$ cat config.mk
export PLATFORM = sky130hd
export DESIGN_NAME = bk_adder_pipe
export DESIGN_NICKNAME = d
export VERILOG_FILES = /design/src/rtl/bk_adder_pipe.sv
export SDC_FILE = /design/constraint.sdc
export NUM_CORES = 1
export LEC_CHECK = 0
export CAP_MARGIN = 20
export CORE_MARGIN = 8
export CORE_UTILIZATION = 48
export DETAILED_ROUTE_END_ITERATION = 16
export GPL_TIMING_DRIVEN = 0
export MAX_ROUTING_LAYER = met4
export PLACE_DENSITY_LB_ADDON = 0.15
export SYNTH_ARGS = -nofsm -noshare
export SYNTH_HDL_FRONTEND = slang
export SYNTH_SLANG_ARGS = --single-unit
$ cat constraint.sdc
create_clock -name clk -period 1.7 [get_ports clk]
set_input_delay 0.51 -clock clk [delete_from_list [all_inputs] [get_ports clk]]
set_output_delay 0.51 -clock clk [all_outputs]
set_load 0.01 [all_outputs]
$ cat src/rtl/bk_adder_pipe.sv
`default_nettype none
// +----------------------------------------------------------------------------+
// | Module      : bk_adder_pipe                                                |
// | Description : Pipelined Brent-Kung parallel-prefix adder with valid/ready  |
// |               handshakes on both sides and an accepted-beat counter.       |
// |               sum = {carry-out, a + b + cin}, unsigned, WIDTH+1 bits.      |
// | Optional    : BK_APPROX_EN - when defined, the low APPROX_BITS bits of the |
// |               result are a|b and the carry into bit APPROX_BITS is         |
// |               a[APPROX_BITS-1] & b[APPROX_BITS-1] (cin ignored when        |
// |               APPROX_BITS > 0).                                            |
// | Ports       : clk       - rising-edge clock                                |
// |               rst       - asynchronous active-low reset                    |
// |               in_valid  / in_ready  - operand handshake (a, b, cin)        |
// |               out_valid / out_ready - result handshake (sum)               |
// |               op_count  - beats accepted since reset (wraps)               |
// | Revision    : 1.0 - initial release                                        |
// +----------------------------------------------------------------------------+
module bk_adder_pipe #(
   parameter int WIDTH       = 16,
   parameter int PIPE_STAGES = 2,
   parameter int APPROX_BITS = 7,
   parameter int CNT_W       = 32
) (
   input  logic             clk,
   input  logic             rst,
   input  logic             in_valid,
   output logic             in_ready,
   input  logic [WIDTH-1:0] a,
   input  logic [WIDTH-1:0] b,
   input  logic             cin,
   output logic             out_valid,
   input  logic             out_ready,
   output logic [WIDTH:0]   sum,
   output logic [CNT_W-1:0] op_count
);

   // Level numbering: 0 = g/p pre-processing, 1..LOG_W = up-sweep,
   // LOG_W+1..2*LOG_W-1 = down-sweep, 2*LOG_W = final XOR.
   localparam int LOG_W = $clog2(WIDTH);
   localparam int N_LVL = 2 * LOG_W + 1;
   localparam int N_GP  = 2 * LOG_W;   // index of the post (XOR) level

`ifdef BK_APPROX_EN
   localparam int N_APX = APPROX_BITS;
`else
   // The exact build has no approximate lanes; APPROX_BITS is inert.
   localparam int N_APX = 0;
   localparam int unused_approx_bits = APPROX_BITS;
`endif

   // -------------------------------------------------------------------------
   // Flow control: a single global stall freezes every rank at once, so no
   // beat can be dropped or duplicated and bubbles move freely otherwise.
   // -------------------------------------------------------------------------
   logic stall;
   logic out_valid_q, out_valid_d;
   logic [WIDTH:0] sum_q, sum_d;

   assign stall     = out_valid_q & ~out_ready;
   assign in_ready  = rst & ~stall;
   assign out_valid = out_valid_q;
   assign sum       = sum_q;

   // -------------------------------------------------------------------------
   // Accepted-beat counter
   // -------------------------------------------------------------------------
   logic [CNT_W-1:0] cnt_q, cnt_d;

   always_comb begin
      cnt_d = cnt_q;
      if (in_valid && in_ready) begin
         cnt_d = cnt_q + {{(CNT_W-1){1'b0}}, 1'b1};
      end
   end

   always_ff @(posedge clk or negedge rst) begin
      if (!rst) begin
         cnt_q <= '0;
      end else begin
         cnt_q <= cnt_d;
      end
   end

   assign op_count = cnt_q;

   // -------------------------------------------------------------------------
   // Input rank: captures the operands on acceptance.
   // -------------------------------------------------------------------------
   logic             in_v_q, in_v_d;
   logic [WIDTH-1:0] in_a_q, in_a_d;
   logic [WIDTH-1:0] in_b_q, in_b_d;
   logic             in_c_q, in_c_d;

   always_comb begin
      in_v_d = in_v_q;
      in_a_d = in_a_q;
      in_b_d = in_b_q;
      in_c_d = in_c_q;
      if (!stall) begin
         in_v_d = in_valid;
         in_a_d = a;
         in_b_d = b;
         in_c_d = cin;
      end
   end

   always_ff @(posedge clk or negedge rst) begin
      if (!rst) begin
         in_v_q <= 1'b0;
         in_a_q <= '0;
         in_b_q <= '0;
         in_c_q <= 1'b0;
      end else begin
         in_v_q <= in_v_d;
         in_a_q <= in_a_d;
         in_b_q <= in_b_d;
         in_c_q <= in_c_d;
      end
   end

   // -------------------------------------------------------------------------
   // Per-level bundles. lvl_*_o[t] is the combinational result of level t;
   // lvl_*_i[t] is what level t sees (registered or straight-through).
   //   g : group generate, p : group propagate,
   //   x : per-bit XOR term for the final sum, c : carry into bit 0.
   // -------------------------------------------------------------------------
   logic             lvl_v_o [N_GP];
   logic [WIDTH-1:0] lvl_g_o [N_GP];
   logic [WIDTH-1:0] lvl_p_o [N_GP];
   logic [WIDTH-1:0] lvl_x_o [N_GP];
   logic             lvl_c_o [N_GP];

   logic             lvl_v_i [1:N_GP];
   logic [WIDTH-1:0] lvl_g_i [1:N_GP];
   logic [WIDTH-1:0] lvl_p_i [1:N_GP];
   logic [WIDTH-1:0] lvl_x_i [1:N_GP];
   logic             lvl_c_i [1:N_GP];

   // -------------------------------------------------------------------------
   // Level 0: bitwise generate/propagate. cin enters as G[-1], folded into
   // bit 0 so that G[0] is already the prefix over [0:-1]; the propagate of
   // that group is zero because nothing lies below G[-1].
   // Approximate lanes contribute no carry except the top one, whose
   // generate is a&b and whose propagate is forced low, which gives exactly
   // the a[N-1]&b[N-1] carry into the first exact bit.
   // -------------------------------------------------------------------------
   logic [WIDTH-1:0] pre_g, pre_p, pre_x;

   generate
      for (genvar i = 0; i < WIDTH; i++) begin : g_pre_bit
         if (i < N_APX) begin : g_apx
            if (i == N_APX - 1) begin : g_top
               assign pre_g[i] = in_a_q[i] & in_b_q[i];
            end else begin : g_low
               assign pre_g[i] = 1'b0;
            end
            assign pre_p[i] = 1'b0;
            assign pre_x[i] = in_a_q[i] | in_b_q[i];
         end else if (i == 0) begin : g_lsb
            assign pre_g[i] = (in_a_q[i] & in_b_q[i]) |
                              ((in_a_q[i] ^ in_b_q[i]) & in_c_q);
            assign pre_p[i] = 1'b0;
            assign pre_x[i] = in_a_q[i] ^ in_b_q[i];
         end else begin : g_exact
            assign pre_g[i] = in_a_q[i] & in_b_q[i];
            assign pre_p[i] = in_a_q[i] ^ in_b_q[i];
            assign pre_x[i] = in_a_q[i] ^ in_b_q[i];
         end
      end
   endgenerate

   assign lvl_v_o[0] = in_v_q;
   assign lvl_g_o[0] = pre_g;
   assign lvl_p_o[0] = pre_p;
   assign lvl_x_o[0] = pre_x;
   // With approximate lanes present the carry into bit 0 is irrelevant.
   assign lvl_c_o[0] = (N_APX == 0) ? in_c_q : 1'b0;

   // -------------------------------------------------------------------------
   // Levels 1..N_GP-1: Brent-Kung up-sweep then down-sweep.
   //   up-sweep level k  : nodes with (i+1) % 2^k == 0 absorb i-2^(k-1).
   //   down-sweep level k: nodes with (i+1) % 2^k == 2^(k-1), above the
   //                       first block, absorb the finished prefix at
   //                       i-2^(k-1). k runs LOG_W-1 down to 1.
   // Untouched nodes pass straight through.
   // -------------------------------------------------------------------------
   generate
      for (genvar t = 1; t < N_GP; t++) begin : g_lvl
         localparam bit UP   = (t <= LOG_W);
         localparam int K    = UP ? t : (N_GP - t);
         localparam int SPAN = 1 << (K - 1);
         localparam int BLK  = 1 << K;

         logic [WIDTH-1:0] g_n, p_n;

         for (genvar i = 0; i < WIDTH; i++) begin : g_node
            if (UP && (((i + 1) % BLK) == 0)) begin : g_up_op
               assign g_n[i] = lvl_g_i[t][i] | (lvl_p_i[t][i] & lvl_g_i[t][i-SPAN]);
               assign p_n[i] = lvl_p_i[t][i] & lvl_p_i[t][i-SPAN];
            end else if (!UP && (((i + 1) % BLK) == SPAN) && ((i + 1) > BLK)) begin : g_dn_op
               assign g_n[i] = lvl_g_i[t][i] | (lvl_p_i[t][i] & lvl_g_i[t][i-SPAN]);
               assign p_n[i] = lvl_p_i[t][i];
            end else begin : g_pass
               assign g_n[i] = lvl_g_i[t][i];
               assign p_n[i] = lvl_p_i[t][i];
            end
         end

         assign lvl_v_o[t] = lvl_v_i[t];
         assign lvl_g_o[t] = g_n;
         assign lvl_p_o[t] = p_n;
         assign lvl_x_o[t] = lvl_x_i[t];
         assign lvl_c_o[t] = lvl_c_i[t];
      end
   endgenerate

   // -------------------------------------------------------------------------
   // Register boundaries. PIPE_STAGES ranks are spread evenly over the N_LVL
   // levels: a rank follows level t whenever floor(t*S/N) steps up. The last
   // level (post) always ends in a rank -- the output register below -- so
   // PIPE_STAGES-1 of these boundaries are real registers.
   // -------------------------------------------------------------------------
   generate
      for (genvar t = 0; t < N_GP; t++) begin : g_bnd
         localparam bit CUT = (((t + 1) * PIPE_STAGES) / N_LVL) !=
                              ((t * PIPE_STAGES) / N_LVL);
         if (CUT) begin : g_reg
            logic             v_q, v_d;
            logic [WIDTH-1:0] g_q, g_d;
            logic [WIDTH-1:0] p_q, p_d;
            logic [WIDTH-1:0] x_q, x_d;
            logic             c_q, c_d;

            always_comb begin
               v_d = v_q;
               g_d = g_q;
               p_d = p_q;
               x_d = x_q;
               c_d = c_q;
               if (!stall) begin
                  v_d = lvl_v_o[t];
                  g_d = lvl_g_o[t];
                  p_d = lvl_p_o[t];
                  x_d = lvl_x_o[t];
                  c_d = lvl_c_o[t];
               end
            end

            always_ff @(posedge clk or negedge rst) begin
               if (!rst) begin
                  v_q <= 1'b0;
                  g_q <= '0;
                  p_q <= '0;
                  x_q <= '0;
                  c_q <= 1'b0;
               end else begin
                  v_q <= v_d;
                  g_q <= g_d;
                  p_q <= p_d;
                  x_q <= x_d;
                  c_q <= c_d;
               end
            end

            assign lvl_v_i[t+1] = v_q;
            assign lvl_g_i[t+1] = g_q;
            assign lvl_p_i[t+1] = p_q;
            assign lvl_x_i[t+1] = x_q;
            assign lvl_c_i[t+1] = c_q;
         end else begin : g_wire
            assign lvl_v_i[t+1] = lvl_v_o[t];
            assign lvl_g_i[t+1] = lvl_g_o[t];
            assign lvl_p_i[t+1] = lvl_p_o[t];
            assign lvl_x_i[t+1] = lvl_x_o[t];
            assign lvl_c_i[t+1] = lvl_c_o[t];
         end
      end
   endgenerate

   // -------------------------------------------------------------------------
   // Post level: after the down-sweep, G[i] is the carry out of bit i, so the
   // carry into bit i is G[i-1] (cin for bit 0) and the top G is carry-out.
   // -------------------------------------------------------------------------
   logic [WIDTH:0] post_s;

   assign post_s = {lvl_g_i[N_GP][WIDTH-1],
                    lvl_x_i[N_GP] ^ {lvl_g_i[N_GP][WIDTH-2:0], lvl_c_i[N_GP]}};

   always_comb begin
      out_valid_d = out_valid_q;
      sum_d       = sum_q;
      if (!stall) begin
         out_valid_d = lvl_v_i[N_GP];
         sum_d       = post_s;
      end
   end

   always_ff @(posedge clk or negedge rst) begin
      if (!rst) begin
         out_valid_q <= 1'b0;
         sum_q       <= '0;
      end else begin
         out_valid_q <= out_valid_d;
         sum_q       <= sum_d;
      end
   end

   // Group propagates are dead once the prefix tree is complete; cin is
   // dead when approximate lanes are present.
   logic unused_bits;
   assign unused_bits = ^{lvl_p_i[N_GP], in_c_q};

endmodule
`default_nettype wire

# Word level (Yosys, flattened, before mapping)
# Cells that the tools add are included.
# Widths: inputs -> output; s select.
# word_totals
wordCells,116
mem_bits_rw,0
rom_bits,0
n_memories,0
latchBits,0
out_inout_bits,51
reg_bits,129
# classes
shifts,0
n_div,0
n_lt_le_gt_ge,0
reduce_logical,1
mul,0
add_sub_neg,1
muxes,0
bitwise,102
n_eq_ne,0
# op_table
operator,count
$and 1x1->1,56
$add 32x1->32 const B,1
$or 1x1->1,27
$xor 1x1->1,16
$xor 16x16->16,1
$not 1->1,2
$logic_and 1x1->1,1

# Depth between registers and ports, before layout
# Gate-level depths: netlist (run 1).
# depth
word_depth,11
mapped_depth,6
depth_no_buf,6

# Least setup slack after synthesis (run 1)
# No wires, ideal clock.
# synth_timing
kind,in2out
startpoint,in out_ready
endpoint,out in_ready
required_time_ns,1.190
slack_ns,-0.125
path_stages,4
t_arrival_ns,1.315
cell_sequence,nand2b_1 clkbuf_1 clkbuf_1 and2_1
# synth_via
elab_chain_len,4
# synth_lines
element,line_no,text
start: declaration,32,"input logic out_ready,"
$not 1->1,59,assign stall = out_valid_q & ~out_ready;
$and 1x1->1,59,
$not 1->1,60,assign in_ready = rst & ~stall;
$and 1x1->1,60,
end: declaration,27,"output logic in_ready,"
# Every way passes these cells.

# Worst setup path in the final report (run 1)
# layout_timing
startpoint,reg cnt_q[0] (netlist: op_count[0])
endpoint,reg cnt_q[20] (netlist: op_count[20])
# layout_via
elab_chain_len,1
# layout_lines
element,line_no,text
start: declaration,67,"logic [CNT_W-1:0] cnt_q, cnt_d;"
start signal: assignment,80,cnt_q <= cnt_d;
$add 32x1->32,72,"cnt_d = cnt_q + {{(CNT_W-1){1'b0}}, 1'b1};"
# Every way passes these cells.
# A chain may end at the register's enable or synchronous reset.

==> flow_metrics.env, run 1 <==
export IMPL_synth_sequential_area_ratio=0.571
export IMPL_yosys_cell_types_count=31
export IMPL_placement_setup_worst_slack_ns=-1.19
export IMPL_criticalPathCategory="reg -> reg"
export IMPL_nFillCells=808
export IMPL_final_max_slew_violation_count=0
export IMPL_worst_ir_drop_on_vdd_uv=665
export IMPL_synthesis_to_layout_area_growth_pct=44.2
export IMPL_worst_path_max_fanout=4
export IMPL_firstDrtPassIters=4
export IMPL_cts_root_buffer="sky130_fd_sc_hd__clkbuf_8"
export IMPL_grt_pass1_wl_mm=21.3
export IMPL_post_route_util=0.711
export IMPL_antenna_left=0
export IMPL_h_tree_level_count=4
export IMPL_crit_path_start_kind="register"
export IMPL_final_non_filler_cells=863
export IMPL_worst_r2r_cell_count=7
export IMPL_post_route_drc_count=0
export IMPL_postSynthAreaPerCell_um2=9.81
export IMPL_insertion_delay_ns=0.52
export IMPL_syn_num_nets=606
export IMPL_floorplan_die_width_um=122
export IMPL_setup_tns_final_ns=-0.404
export IMPL_clock_sink_count=122
export IMPL_number_of_buffers_inserted_during_clock_tree_synthesis=17
export IMPL_report_final_hold_viol_count=0
export IMPL_yosys_area_top_type_share=0.571
export IMPL_min_setup_slack_post_route_ns=-0.0857
export IMPL_coreArea_mm2=0.0108
export IMPL_port_buffers=87
export IMPL_post_route_min_period_ns=1.79
export IMPL_clock_tree_from_tritoncts="yes"
export IMPL_grt_ovfl_total=0
export IMPL_number_of_enable_type_register_cells_in_the_synthesized_netlist=0
export IMPL_cap_violations=0
export IMPL_drt_wirelength_per_cell_um=16.0
export IMPL_yosys_most_used_dff="sky130_fd_sc_hd__dfrtp_1"
export IMPL_finalCritPeriodShare=1.05
export IMPL_required_ns=2.14
export IMPL_cp_arrival_ns=2.22
export IMPL_slew_headroom=0.628
export IMPL_max_freq_ghz=0.560
export IMPL_grt_setup_unrepaired="yes"
export IMPL_fin_worst_skew_ns=0.00504
export IMPL_die_height_um=122
export IMPL_grt_antenna_before_repair=0
export IMPL_rr_startpoint="op_count[0]$_DFFE_PN0P_"
export IMPL_finalWirelength_mm=13.8
export IMPL_worst_hold_path_type="in -> async"
export IMPL_clk_pin_slew_worst_paths_ns=0.06
export IMPL_die_area_mm2=0.0148
export IMPL_layout_drive_gt1_share=0.227
export IMPL_powerDensity_mw_per_mm2=1520
export IMPL_grt_pass1_vias=4405
export IMPL_synth_top_area_cell="sky130_fd_sc_hd__dfrtp_1"
export IMPL_placementRows=38
export IMPL_worst_setup_path_startpoint="op_count[0]$_DFFE_PN0P_"
export IMPL_vias_per_cell=5.01
export IMPL_clock_tree_buffer_depth=2
export IMPL_antenna_cells=0
export IMPL_grt_max_degree=65
export IMPL_power_static_leakage_nw=3.96
export IMPL_drt_first_iter_violations=263
export IMPL_start_util=0.493
export IMPL_floorplan_io_pins=88
export IMPL_design_final_nets=771
export IMPL_yosys_warnings=0
export IMPL_synth_commonest_cells="sky130_fd_sc_hd__nand2_1 (234), sky130_fd_sc_hd__dfrtp_1 (122), sky130_fd_sc_hd__ha_1 (24), sky130_fd_sc_hd__xnor2_1 (24), sky130_fd_sc_hd__nor2_1 (19)"
export IMPL_num_vias=4327
export IMPL_post_place_cells=773
export IMPL_r2r_end="op_count[20]$_DFFE_PN0P_"
export IMPL_post_synth_top_count_cell="sky130_fd_sc_hd__nand2_1"
export IMPL_synth_top_cells_by_area="sky130_fd_sc_hd__dfrtp_1 (57%), sky130_fd_sc_hd__nand2_1 (16%), sky130_fd_sc_hd__ha_1 (5.6%), sky130_fd_sc_hd__xnor2_1 (3.9%), sky130_fd_sc_hd__xor2_1 (2.6%)"
export IMPL_worst_pin_slew_ns=0.557
export IMPL_detailed_place_hpwl_mm=8.73
export IMPL_groute_usage_overall=0.188
export IMPL_synth_ff_latch_count=122
export IMPL_status="finished, violations left"
export IMPL_syn_area_mm2=0.00535
export IMPL_place_gp_congestion=0.819
export IMPL_finalPower_w=0.0117
export IMPL_critPathCaptureType="register"
export IMPL_rrSetupSlack_ns=-0.09
export IMPL_async_flop_share=1.00
export IMPL_failed_checks="setup timing"
export IMPL_syn_inst=545
export IMPL_setup_violations_final=10
[how the worst max path moves through the flow]
stage	endpoint	slack, ns	cells after the start
2_1_floorplan	op_count[29]$_DFFE_PN0P_	0.04	5
3_3_place_gp	op_count[31]$_DFFE_PN0P_	-5.89	5
3_5_place_dp	in_ready	-1.19	6
4_1_cts	in_ready	-0.33	5
5_1_grt	op_count[10]$_DFFE_PN0P_	-0.19	8
6_report	op_count[20]$_DFFE_PN0P_	-0.09	7
[timing repair]
item | in CTS | in global routing
gates resized for setup | 150 | 54
buffers inserted | 41 | 11
pin swaps | 10 | 22
endpoints found under the setup margin | 151 | 96
gates cloned | 0 | 2
hold endpoints to repair | 59 | 59
[cells in the final DEF (no fill, tap or decap), types with 5 or more instances in the layout]
cell and n:
sky130_fd_sc_hd__nand2_1 231, sky130_fd_sc_hd__dfrtp_1 118, sky130_fd_sc_hd__buf_4 49, sky130_fd_sc_hd__clkdlybuf4s50_1 34, sky130_fd_sc_hd__clkdlybuf4s15_1 25, sky130_fd_sc_hd__xnor2_1 22, sky130_fd_sc_hd__ha_1 22, sky130_fd_sc_hd__nor2_1 19
sky130_fd_sc_hd__clkbuf_2 19, sky130_fd_sc_hd__clkbuf_16 18, sky130_fd_sc_hd__xor2_1 16, sky130_fd_sc_hd__o21ai_0 14, sky130_fd_sc_hd__clkbuf_1 11, sky130_fd_sc_hd__nand3_1 10, sky130_fd_sc_hd__buf_6 8, sky130_fd_sc_hd__a21o_1 7
sky130_fd_sc_hd__nand4_1 7, sky130_fd_sc_hd__a21oi_1 7, sky130_fd_sc_hd__buf_2 7, sky130_fd_sc_hd__nand3_2 5, sky130_fd_sc_hd__clkbuf_8 5, sky130_fd_sc_hd__bufinv_16 5
[area by class of cell]
type	instances	area [µm²]	area share
timing repair buffer	148	1380	0.179
clock buffer	25	484	0.0628
clock inverter	7	160	0.0208
inverter	1	3.75	0.000487
buffer	18	93.8	0.0122
sequential	122	3060	0.396
tap	140	175	0.0227
multi-input combinational	402	2360	0.305
[stage by stage]
step	cell area (µm²)	hold WS (ns)
3_3_place_gp	6400	0.444
6_report	7710	0.0214
2_1_floorplan	5350	0.214
4_1_cts	7450	-0.130
3_5_place_dp	6420	0.456
5_1_grt	7710	0.0173
[flip-flops by register name (all words and copies together), names as in the netlist, 4 cells and up]
signal / cells
op_count: 32
sum: 17
g_bnd.g_reg.g_q: 16
g_bnd.g_reg.x_q: 16
in_a_q: 16
in_b_q: 16
g_bnd.g_reg.p_q: 4
[cells by family after synthesis]
group           Yosys count  synth area share
compound gates           35            0.0384
xor+xnor                 40            0.0655
fa+ha+maj                24            0.0562
buf+inv                  21            0.0154
flops                   122             0.571
mux                       2           0.00421
simple gates            301             0.249
[worst max-delay path, stage by stage (launching register included)]
cell and delay [ns]:
sky130_fd_sc_hd__dfrtp_1 0.36, sky130_fd_sc_hd__buf_4 0.14, sky130_fd_sc_hd__ha_1 0.19, sky130_fd_sc_hd__nand2_2 0.11, sky130_fd_sc_hd__nor4_4 0.24, sky130_fd_sc_hd__and4_4 0.32
sky130_fd_sc_hd__and4_1 0.19, sky130_fd_sc_hd__xor2_1 0.15
[power by group]
group,switching (W),leakage [nW],internal [W]
combinational,0.00189,2.12,0.00159
sequential,0.000564,1.53,0.00379
clock,0.00120,0.316,0.00268
total,0.00365,3.96,0.00806
[routing by layer]
| metal | track usage | vias to the layer above | share of wire |
|---|---|---|---|
| met4 | 0.0763 | 0 | 0.020 |
| met1 | 0.215 | 2074 | 0.43 |
| met2 | 0.306 | 119 | 0.50 |
| met3 | 0.0546 | 22 | 0.050 |
| li1 | - | 2112 | - |
| met5 | - | - | 0 |
Note: power is estimated with default switching activity, not from simulation.
==> run 2: changes to the inputs <==
- CORE_UTILIZATION: 48 -> 57
- DONT_BUFFER_PORTS: unset -> 1
==> run 2 against run 1 <==
The run ends with hold timing, setup timing left. Sequential cell count stayed put. Routed wire length is 15% lower. Worst setup slack better by 0.044 ns. Die area is 14% lower. Total power is 6.7% lower. Count of clock-buffer cells in the layout is 1 lower. Utilization is 2.0 points lower. Cell count is 20% lower. Worst hold slack worse by 0.34 ns. Clock skew is 0.0030 ns higher. Clock power hardly changed. Critical endpoint is now in_ready. Highest routed layer unchanged.
==> flow_metrics.env, run 2 (synthesis results as in run 1) <==
export IMPL_status="finished, violations left"
export IMPL_failed_checks="hold timing, setup timing"
export IMPL_antenna_left=0
export IMPL_floorplan_io_pins=88
export IMPL_power_static_leakage_nw=3.20
export IMPL_post_route_util=0.692
export IMPL_clock_tree_from_tritoncts="yes"
export IMPL_design_final_nets=632
export IMPL_number_of_buffers_inserted_during_clock_tree_synthesis=17
export IMPL_max_freq_ghz=0.574
export IMPL_coreArea_mm2=0.00915
export IMPL_worst_pin_slew_ns=0.541
export IMPL_firstDrtPassIters=5
export IMPL_insertion_delay_ns=0.52
export IMPL_placementRows=35
export IMPL_cap_violations=0
export IMPL_clock_tree_buffer_depth=2
export IMPL_final_max_slew_violation_count=0
export IMPL_multi_input_comb_area_mm2=0.00232
export IMPL_clock_sink_count=122
export IMPL_drt_first_iter_violations=213
export IMPL_num_vias=3760
export IMPL_clockPowerShare=0.352
export IMPL_finalCritPeriodShare=1.02
export IMPL_grt_setup_unrepaired="yes"
export IMPL_groute_usage_overall=0.202
export IMPL_start_util=0.584
export IMPL_h_tree_level_count=4
export IMPL_rrSetupSlack_ns=0.03
export IMPL_report_final_hold_viol_count=122
export IMPL_grt_ovfl_total=0
export IMPL_switching_power_summed_over_all_nets_w=0.00346
export IMPL_grt_max_degree=125
export IMPL_leading_cell_type_in_the_layout_fill_and_taps_excluded="sky130_fd_sc_hd__nand2_1"
export IMPL_p_int_w=0.00747
export IMPL_most_common_layout_cells="sky130_fd_sc_hd__nand2_1 (232), sky130_fd_sc_hd__dfrtp_1 (103), sky130_fd_sc_hd__xnor2_1 (24)"
export IMPL_power_share_switching=0.316
export IMPL_required_ns=1.19
export IMPL_grt_pass1_wl_mm=19.8
export IMPL_r2r_end="op_count[20]$_DFFE_PN0P_"
export IMPL_pwr_share_comb=0.224
export IMPL_synthesis_to_layout_area_growth_pct=18.4
export IMPL_critPathCaptureType="output pin"
export IMPL_die_height_um=113
export IMPL_power_share_sequential=0.424
export IMPL_grt_pass1_vias=3850
export IMPL_post_route_min_period_ns=1.74
export IMPL_criticalPathCategory="reg -> out"
export IMPL_place_gp_congestion=0.822
export IMPL_cp_arrival_ns=1.23
export IMPL_clk_pin_slew_worst_paths_ns=0.06
export IMPL_powerDensity_mw_per_mm2=1730
export IMPL_vias_per_cell=5.42
export IMPL_placement_setup_worst_slack_ns=-0.408
export IMPL_layout_drive_gt1_share=0.161
export IMPL_worst_path_max_fanout=3
export IMPL_finalWirelength_mm=11.7
export IMPL_rr_startpoint="op_count[1]$_DFFE_PN0P_"
export IMPL_floorplan_die_width_um=113
export IMPL_antenna_cells=0
export IMPL_worst_r2r_cell_count=6
export IMPL_min_setup_slack_post_route_ns=-0.0413
export IMPL_cts_root_buffer="sky130_fd_sc_hd__clkbuf_8"
export IMPL_seq_area_mm2=0.00308
export IMPL_die_area_mm2=0.0127
export IMPL_grt_antenna_before_repair=0
export IMPL_post_route_drc_count=0
export IMPL_nFillCells=694
export IMPL_worst_hold_slack_ns=-0.317
export IMPL_setup_violations_final=1
export IMPL_worst_ir_drop_on_vdd_uv=829
export IMPL_worst_hold_path_type="in -> async"
export IMPL_fin_worst_skew_ns=0.00802
export IMPL_max_ffs_per_register=32
export IMPL_crit_path_start_kind="register"
export IMPL_detailed_place_hpwl_mm=8.04
export IMPL_drt_wirelength_per_cell_um=16.9
export IMPL_port_buffers=0
export IMPL_slew_headroom=0.640
-- run 2: cell types whose count changed in the layout (fill, tap and decap cells not counted), sizes merged --
cell / previous run / this run
clkdlybuf4s15: 28 / 0
clkdlybuf4s50: 34 / 0
buf: 70 / 10
clkinv: 2 / 1
dlygate4sd2: 1 / 0
clkinvlp: 0 / 1
dlygate4sd3: 2 / 0
clkbuf: 56 / 41
-- run 2: through the flow --
stage | TNS, ns | total power [W] | cells | area (µm²)
5_1_grt | -0.544 | 0.0116 | 694 | 6330
4_1_cts | -0.613 | 0.0109 | 692 | 6260
3_5_place_dp | -18.62 | 0.00689 | 656 | 5490
3_3_place_gp | -18.92 | 0.00681 | 656 | 5490
6_report | -0.0413 | 0.0109 | 694 | 6330
2_1_floorplan | 0 | 0.00619 | 545 | 5350
-- run 2: critical path, cell delays in order, from the launching register on --
cell,delay [ns]
sky130_fd_sc_hd__dfrtp_2,0.45
sky130_fd_sc_hd__nand2b_4,0.10
sky130_fd_sc_hd__and2_4,0.16
-- run 2: metal layers --
metal / up-vias / part of all wire / track usage
li1: 1834 / - / -
met1: 1807 / 0.44 / 0.252
met2: 111 / 0.47 / 0.304
met3: 8 / 0.080 / 0.0698
met4: 0 / 0.0070 / 0.0675
met5: - / 0 / -
-- run 2: power by group through the flow --
stage | Sequential (W) | Clock, W | Combinational (W)
after detailed placement | 0.00463 | 0 | 0.00226
after CTS | 0.00461 | 0.00388 | 0.00241
after global routing | 0.00476 | 0.00402 | 0.00284
after global placement | 0.00459 | 0 | 0.00222
final | 0.00464 | 0.00385 | 0.00245
after floorplan | 0.00441 | 0 | 0.00178
-- run 2: worst max-delay path by stage --
| stage | startpoint | to | slack, ns | cells past startpoint |
|---|---|---|---|---|
| 2_1_floorplan | out_valid$_DFFE_PN0N_ | op_count[29]$_DFFE_PN0P_ | 0.04 | 5 |
| 4_1_cts | out_valid$_DFFE_PN0N_ | in_ready | -0.29 | 4 |
| 5_1_grt | out_valid$_DFFE_PN0N_ | in_ready | -0.10 | 2 |
| 3_3_place_gp | out_ready | in_b_q[12]$_DFFE_PN0N_ | -0.42 | 6 |
| 6_report | out_valid$_DFFE_PN0N_ | in_ready | -0.04 | 2 |
| 3_5_place_dp | out_ready | in_a_q[3]$_DFFE_PN0N_ | -0.41 | 6 |
-- run 2: area by class of cell --
class	count	share of cell area
Multi-Input combinational cell	402	0.366
Tap cell	111	0.0219
Sequential cell	122	0.486
Inverter	1	0.000593
Clock inverter	7	0.0257
Buffer	18	0.0146
Clock buffer	24	0.0743
Timing Repair Buffer	9	0.0113
-- run 2: repair_timing --
item / 4_1_cts / 5_1_grt
gates cloned: 0 / 0
pin swaps: 16 / 11
setup buffers: 5 / 4
setup endpoints to repair: 105 / 84
hold endpoints to repair: 122 / 122
gates resized for setup: 38 / 25
